==> config.mk <==
export PLATFORM = sky130hd
export DESIGN_NAME = dp_mem_responder
export DESIGN_NICKNAME = d
export VERILOG_FILES = /design/src/rtl/dp_mem_responder.sv
export SDC_FILE = /design/constraint.sdc
export NUM_CORES = 1
export LEC_CHECK = 0
export CELL_PAD_IN_SITES_DETAIL_PLACEMENT = 0
export CELL_PAD_IN_SITES_GLOBAL_PLACEMENT = 2
export CORE_UTILIZATION = 25
export CTS_BUF_LIST = sky130_fd_sc_hd__clkbuf_8
export DETAILED_ROUTE_END_ITERATION = 7
export HOLD_SLACK_MARGIN = 0.05
export PLACE_DENSITY = 0.75
export REMOVE_ABC_BUFFERS = 1
export SKIP_CTS_REPAIR_TIMING = 1
export SYNTH_ARGS = -nofsm -noshare
export SYNTH_HDL_FRONTEND = slang
export SYNTH_SLANG_ARGS = --single-unit
==> constraint.sdc <==
create_clock -name CLK -period 7.8 [get_ports CLK]
set_input_delay 2.34 -clock CLK [delete_from_list [all_inputs] [get_ports CLK]]
set_output_delay 2.34 -clock CLK [all_outputs]
set_load 0.01 [all_outputs]
==> src/rtl/dp_mem_responder.sv <==
// Memory-side responder: serves instruction fetches and data loads/stores
// from the datapath over one single-ported RAM. Data requests win over
// fetches. A one-entry instruction buffer answers repeated fetches with no
// latency. A watchdog forces stuck RAM accesses to complete with an error.
module dp_mem_responder #(
  parameter int                 ADDR_W   = 32,
  parameter int                 DATA_W   = 32,
  parameter int                 TIMEOUT  = 64,
  parameter logic [DATA_W-1:0]  ERR_WORD = 32'hBAD1BAD1
) (
  input  logic              CLK,
  input  logic              RST,
  input  logic              imemREN,
  input  logic [ADDR_W-1:0] imemaddr,
  output logic              ihit,
  output logic [DATA_W-1:0] imemload,
  input  logic              dmemREN,
  input  logic              dmemWEN,
  input  logic [ADDR_W-1:0] dmemaddr,
  input  logic [DATA_W-1:0] dmemstore,
  output logic              dhit,
  output logic [DATA_W-1:0] dmemload,
  input  logic              halt,
  output logic              flushed,
  output logic              ramREN,
  output logic              ramWEN,
  output logic [ADDR_W-1:0] ramaddr,
  output logic [DATA_W-1:0] ramstore,
  input  logic [DATA_W-1:0] ramload,
  input  logic              ram_ready,
  output logic              err
);

  localparam int CNT_W = $clog2(TIMEOUT + 1);

  typedef enum logic [1:0] {IDLE, DACC, IACC, HALT} state_t;

  state_t            state, state_nx;
  logic [ADDR_W-1:0] req_addr;
  logic [DATA_W-1:0] req_store;
  logic              req_wen;
  logic [CNT_W-1:0]  wait_cnt;
  logic              ibuf_valid;
  logic [ADDR_W-1:0] ibuf_tag;
  logic [DATA_W-1:0] ibuf_data;
  logic              ihit_q, dhit_q, err_q;
  logic [DATA_W-1:0] imemload_q, dmemload_q;

  logic in_acc, timeout, done, still_req;
  logic accept_d, accept_i, ibuf_serve;

  // Access status: completion by RAM or by watchdog, and whether the
  // datapath still wants the result.
  always_comb begin
    in_acc    = (state == DACC) || (state == IACC);
    timeout   = in_acc && !ram_ready && (wait_cnt == CNT_W'(TIMEOUT - 1));
    done      = in_acc && (ram_ready || timeout);
    still_req = (state == DACC) ? (req_wen ? dmemWEN : dmemREN) : imemREN;
  end

  // State register; reset abandons any access in flight.
  // NOTE: sequential state uses non-blocking assignments so every flop
  // samples pre-edge values regardless of statement order.
  always_ff @(posedge CLK or posedge RST) begin
    if (RST) state <= IDLE;
    else     state <= state_nx;
  end

  // Next-state, request acceptance and all outputs.
  // NOTE: every signal gets a default first so no path infers a latch.
  always_comb begin
    state_nx   = state;
    accept_d   = 1'b0;
    accept_i   = 1'b0;
    ibuf_serve = 1'b0;
    unique case (state)
      IDLE: begin
        if (halt) begin
          state_nx = HALT;
        end else if (dmemREN || dmemWEN) begin
          accept_d = 1'b1;
          state_nx = DACC;
        end else if (imemREN) begin
          if (ibuf_valid && (ibuf_tag == imemaddr)) begin
            ibuf_serve = 1'b1;
          end else begin
            accept_i = 1'b1;
            state_nx = IACC;
          end
        end
      end
      DACC, IACC: if (done) state_nx = IDLE;
      HALT:       state_nx = HALT;
      default:    state_nx = IDLE;
    endcase

    ramREN   = (state == IACC) || ((state == DACC) && !req_wen);
    ramWEN   = (state == DACC) && req_wen;
    ramaddr  = in_acc ? req_addr : '0;
    ramstore = ((state == DACC) && req_wen) ? req_store : '0;
    ihit     = ihit_q || ibuf_serve;
    imemload = ibuf_serve ? ibuf_data : imemload_q;
    dhit     = dhit_q;
    dmemload = dmemload_q;
    flushed  = (state == HALT);
    err      = err_q;
  end

  // Request latch, wait counter, instruction buffer, hit pulses and
  // returned data. The buffer is tiny, so its contents reset with the rest.
  always_ff @(posedge CLK or posedge RST) begin
    if (RST) begin
      req_addr   <= '0;
      req_store  <= '0;
      req_wen    <= 1'b0;
      wait_cnt   <= '0;
      ibuf_valid <= 1'b0;
      ibuf_tag   <= '0;
      ibuf_data  <= '0;
      ihit_q     <= 1'b0;
      dhit_q     <= 1'b0;
      imemload_q <= '0;
      dmemload_q <= '0;
      err_q      <= 1'b0;
    end else begin
      ihit_q   <= 1'b0;
      dhit_q   <= 1'b0;
      wait_cnt <= (in_acc && !done) ? wait_cnt + CNT_W'(1) : '0;

      if (accept_d) begin
        req_addr  <= dmemaddr;
        req_store <= dmemstore;
        req_wen   <= dmemWEN;
        // A store to the buffered address makes the buffered word stale.
        if (dmemWEN && (dmemaddr == ibuf_tag)) ibuf_valid <= 1'b0;
      end
      if (accept_i)   req_addr   <= imemaddr;
      if (ibuf_serve) imemload_q <= ibuf_data;

      if (done) begin
        if (timeout) err_q <= 1'b1;
        if (state == DACC) begin
          dhit_q <= still_req;
          if (still_req && !req_wen) dmemload_q <= timeout ? ERR_WORD : ramload;
        end else begin
          ihit_q <= still_req;
          if (still_req) imemload_q <= timeout ? ERR_WORD : ramload;
          if (!timeout) begin
            ibuf_valid <= 1'b1;
            ibuf_tag   <= req_addr;
            ibuf_data  <= ramload;
          end
        end
      end
    end
  end

endmodule

==> results.yml <==
yosys:
  synth_area_um2: 10000
  ys_seq_area_share_pct: 51.4
  yosysTopAreaCell: "dfrtp_1"
  synthArstFlopShare_pct: 100
  syn_avg_cell_area_um2: 11.8
  synth_cell_types: 43
  ys_top_cells_by_area: "dfrtp_1 51%, mux2_2 11%, mux2_4 4.3%"
  post_synth_inst_count: 852
  synth_edf_count: 0
  ys_ff_latch: 206
  ys.flop_type: "dfrtp_1"
  synth_top_area_share_pct: 51.4
  synth_warnings: 0
placement:
  port_buffers: 268
  dpl.hpwl_um: 21100
  place_area_um2: 13300
  gp_congestion: 0.759
  place_ws_ns: 0.479
clocking:
  cts_tree: "built"
  clk_pin_slew_ns: 0.06
  cts-root-buf: "clkbuf_8"
  cts_buffers: 42
  cts.sinks: 206
  clk_latency_ns: 0.57
  clock_path_buffers: 3
  cts_max_level: 2
sta:
  relSlewSlack_pct: 22.2
  rsz0062_at_grt: "false"
  worst_slack_ns: 0.497
  setup_viol: 0
  fin_crit_sh_pct: 93.6
  hold_violations: 0
  max_freq_mhz: 137
  clock_skew_ns: 0.0168
  post-route-min-period_ns: 7.30
  report.final.slew_viol_count: 0
  worstMarginPinSlew_ns: 1.17
power:
  power.density_nw_per_um2: 166
  clkPwrFrac_pct: 48.5
  switching_power_uw: 546
  peakVddDrop_v: 0.0000847
  leakage_uw: 0.00651
  pwr-share-seq_pct: 45.7
  p_sw_share_pct: 23.3
  pwr-share-comb_pct: 5.9
  p_int_uw: 1800
worst_setup_path:
  worstSetupPathType: "in2out"
  required_ns: 5.46
  slowest_delay_ns: 0.53
  end_kind: "output port"
  cp_data_arrival_time_ns: 4.96
  cp_max_fo: 33
  crit_path_start_kind: "input port"
  reg2reg_to: "imemload_q[16]"
  rrSetupSlack_ns: 4.83
  cp_cell_sequence: "clkdlybuf4s50_1, nor4b_4, nand2_2, nor4_4, nand4_4, buf_12, mux2_4, clkdlybuf4s50_1"
  crit_top_cell: "clkdlybuf4s50_1"
  worst_r2r_startpoint: "wait_cnt[0]"
  slowest_stage: "clkdlybuf4s50_1"
  r2r_cells: 8
floorplan:
  boundaryPins: 269
  dieHeight_um: 202
  die-area_um2: 40900
  die_w_um: 202
  initial_core_util_pct: 25.3
  core_area_um2: 39600
  num_rows: 73
detailed_routing:
  finalWirelength_um: 30600
  num_vias: 7497
  drt-vias-per-instance: 4.48
  wl_per_cell_um: 18.3
  ant_nets: 0
  drc: 0
  drt_first_iter_violations: 253
  firstDrtPassIters: 4
cells_and_area:
  layout.nets: 1262
  fill_cells: 3981
  final_cell_mix: "268 x clkdlybuf4s50_1, 206 x dfrtp_1, 102 x mux2_2"
  multiInputGateArea_um2: 4620
  syn_to_final_growth_pct: 40.6
  final_area_um2: 14100
  final_common_cell: "clkdlybuf4s50_1"
  regArea_um2: 5150
  layout-drive-gt1-share_pct: 18.6
global_route:
  antenna_found_initial: 6
  grt_pass1_wl_um: 47700
  grt_pass1_vias: 7938
  grt_max_degree: 110
  grt_overflow: 0
  track_usage_pct: 15.2
worst_hold_path:
  hold_depth: 1
  min_path_type: "reg2reg"
  hold-path-endpoint: "wait_cnt[0]"
  hp-start: "wait_cnt[0]"
run_status:
  status: "complete, no violations"
flow_run:
  cap_violations: 0
## metrics by stage
step                      std cells  total power, µW  util [%]  setup TNS (ns)  hold slack, ns
after floorplan                 799             1130         -          -49.72           0.425
after global placement         1602             1230      33.5               0           0.444
after detailed placement       1602             1230      33.5               0           0.451
after CTS                      1674             2400      35.6               0           0.459
after global routing           1675             2470      35.6               0           0.484
final                          1675             2340      35.6               0           0.462
## how the worst max path moves through the flow
stage | from | end
6_report | dmemREN | imemload[14]
5_1_grt | dmemREN | imemload[14]
4_1_cts | dmemREN | imemload[14]
3_5_place_dp | dmemREN | imemload[14]
3_3_place_gp | dmemREN | imemload[14]
2_1_floorplan | dmemREN | req_addr[0]
## logic make-up after synthesis
family / after synthesis / synth area share, %
compound gates: 120 / 8.87
xor+xnor: 61 / 5.33
fa+ha+maj: 6 / 0.748
buf+inv: 63 / 2.79
flops: 206 / 51.4
mux: 132 / 15.9
simple gates: 264 / 15.0
## area by class of cell
class | count | share of cell area, %
repair buffers | 278 | 19.7
clock buffers | 51 | 4.98
flip-flops and latches | 206 | 36.5
multi-input cells | 583 | 32.8
clock inverters | 21 | 1.02
well taps | 525 | 4.66
inverters | 10 | 0.319
diodes | 1 | 0.0177
## synth_stat cells, drive strengths merged, types with 15 or more instances
cell type	instances
dfrtp	206
mux2	131
and2	66
nand2	50
xnor2	46
o21ai	36
nand2b	35
and3	34
a221o	32
clkbuf	32
nor2	29
buf	21
nand4	21
o21a	18
xor2	15
## worst max-delay path, delay by kind of cell
| kind | cells | cell delay [ns] |
|---|---|---|
| and+or+nand+nor | 4 | 1.02 |
| buffers and inverters | 3 | 1.24 |
| muxes | 1 | 0.34 |
## per-layer routing
metal	track usage (%)	vias up	wire, µm
met5	0	-	62
met4	5.10	10	534
met3	5.01	53	2340
met2	23.1	239	13600
met1	20.0	3659	14000
li1	-	3536	-
## power by group through the flow
| stage | logic (µW) | registers [µW] | clock network [µW] |
|---|---|---|---|
| after floorplan | 39.0 | 1090 | 0 |
| after global placement | 140 | 1090 | 0 |
| after detailed placement | 141 | 1090 | 0 |
| after CTS | 142 | 1070 | 1190 |
| after global routing | 151 | 1070 | 1250 |
| final | 138 | 1070 | 1140 |
## sequential cells by signal (all words and copies together), names as in the netlist
signal      count
dmemload       32
ibuf_valid      1
err             1
imemload_q     32
req_addr       32
dhit            1
ibuf_tag       32
ibuf_data      32
ihit_q          1
state           2
req_wen         1
wait_cnt        7
req_store      32
Power figures use the tool's default switching activity.
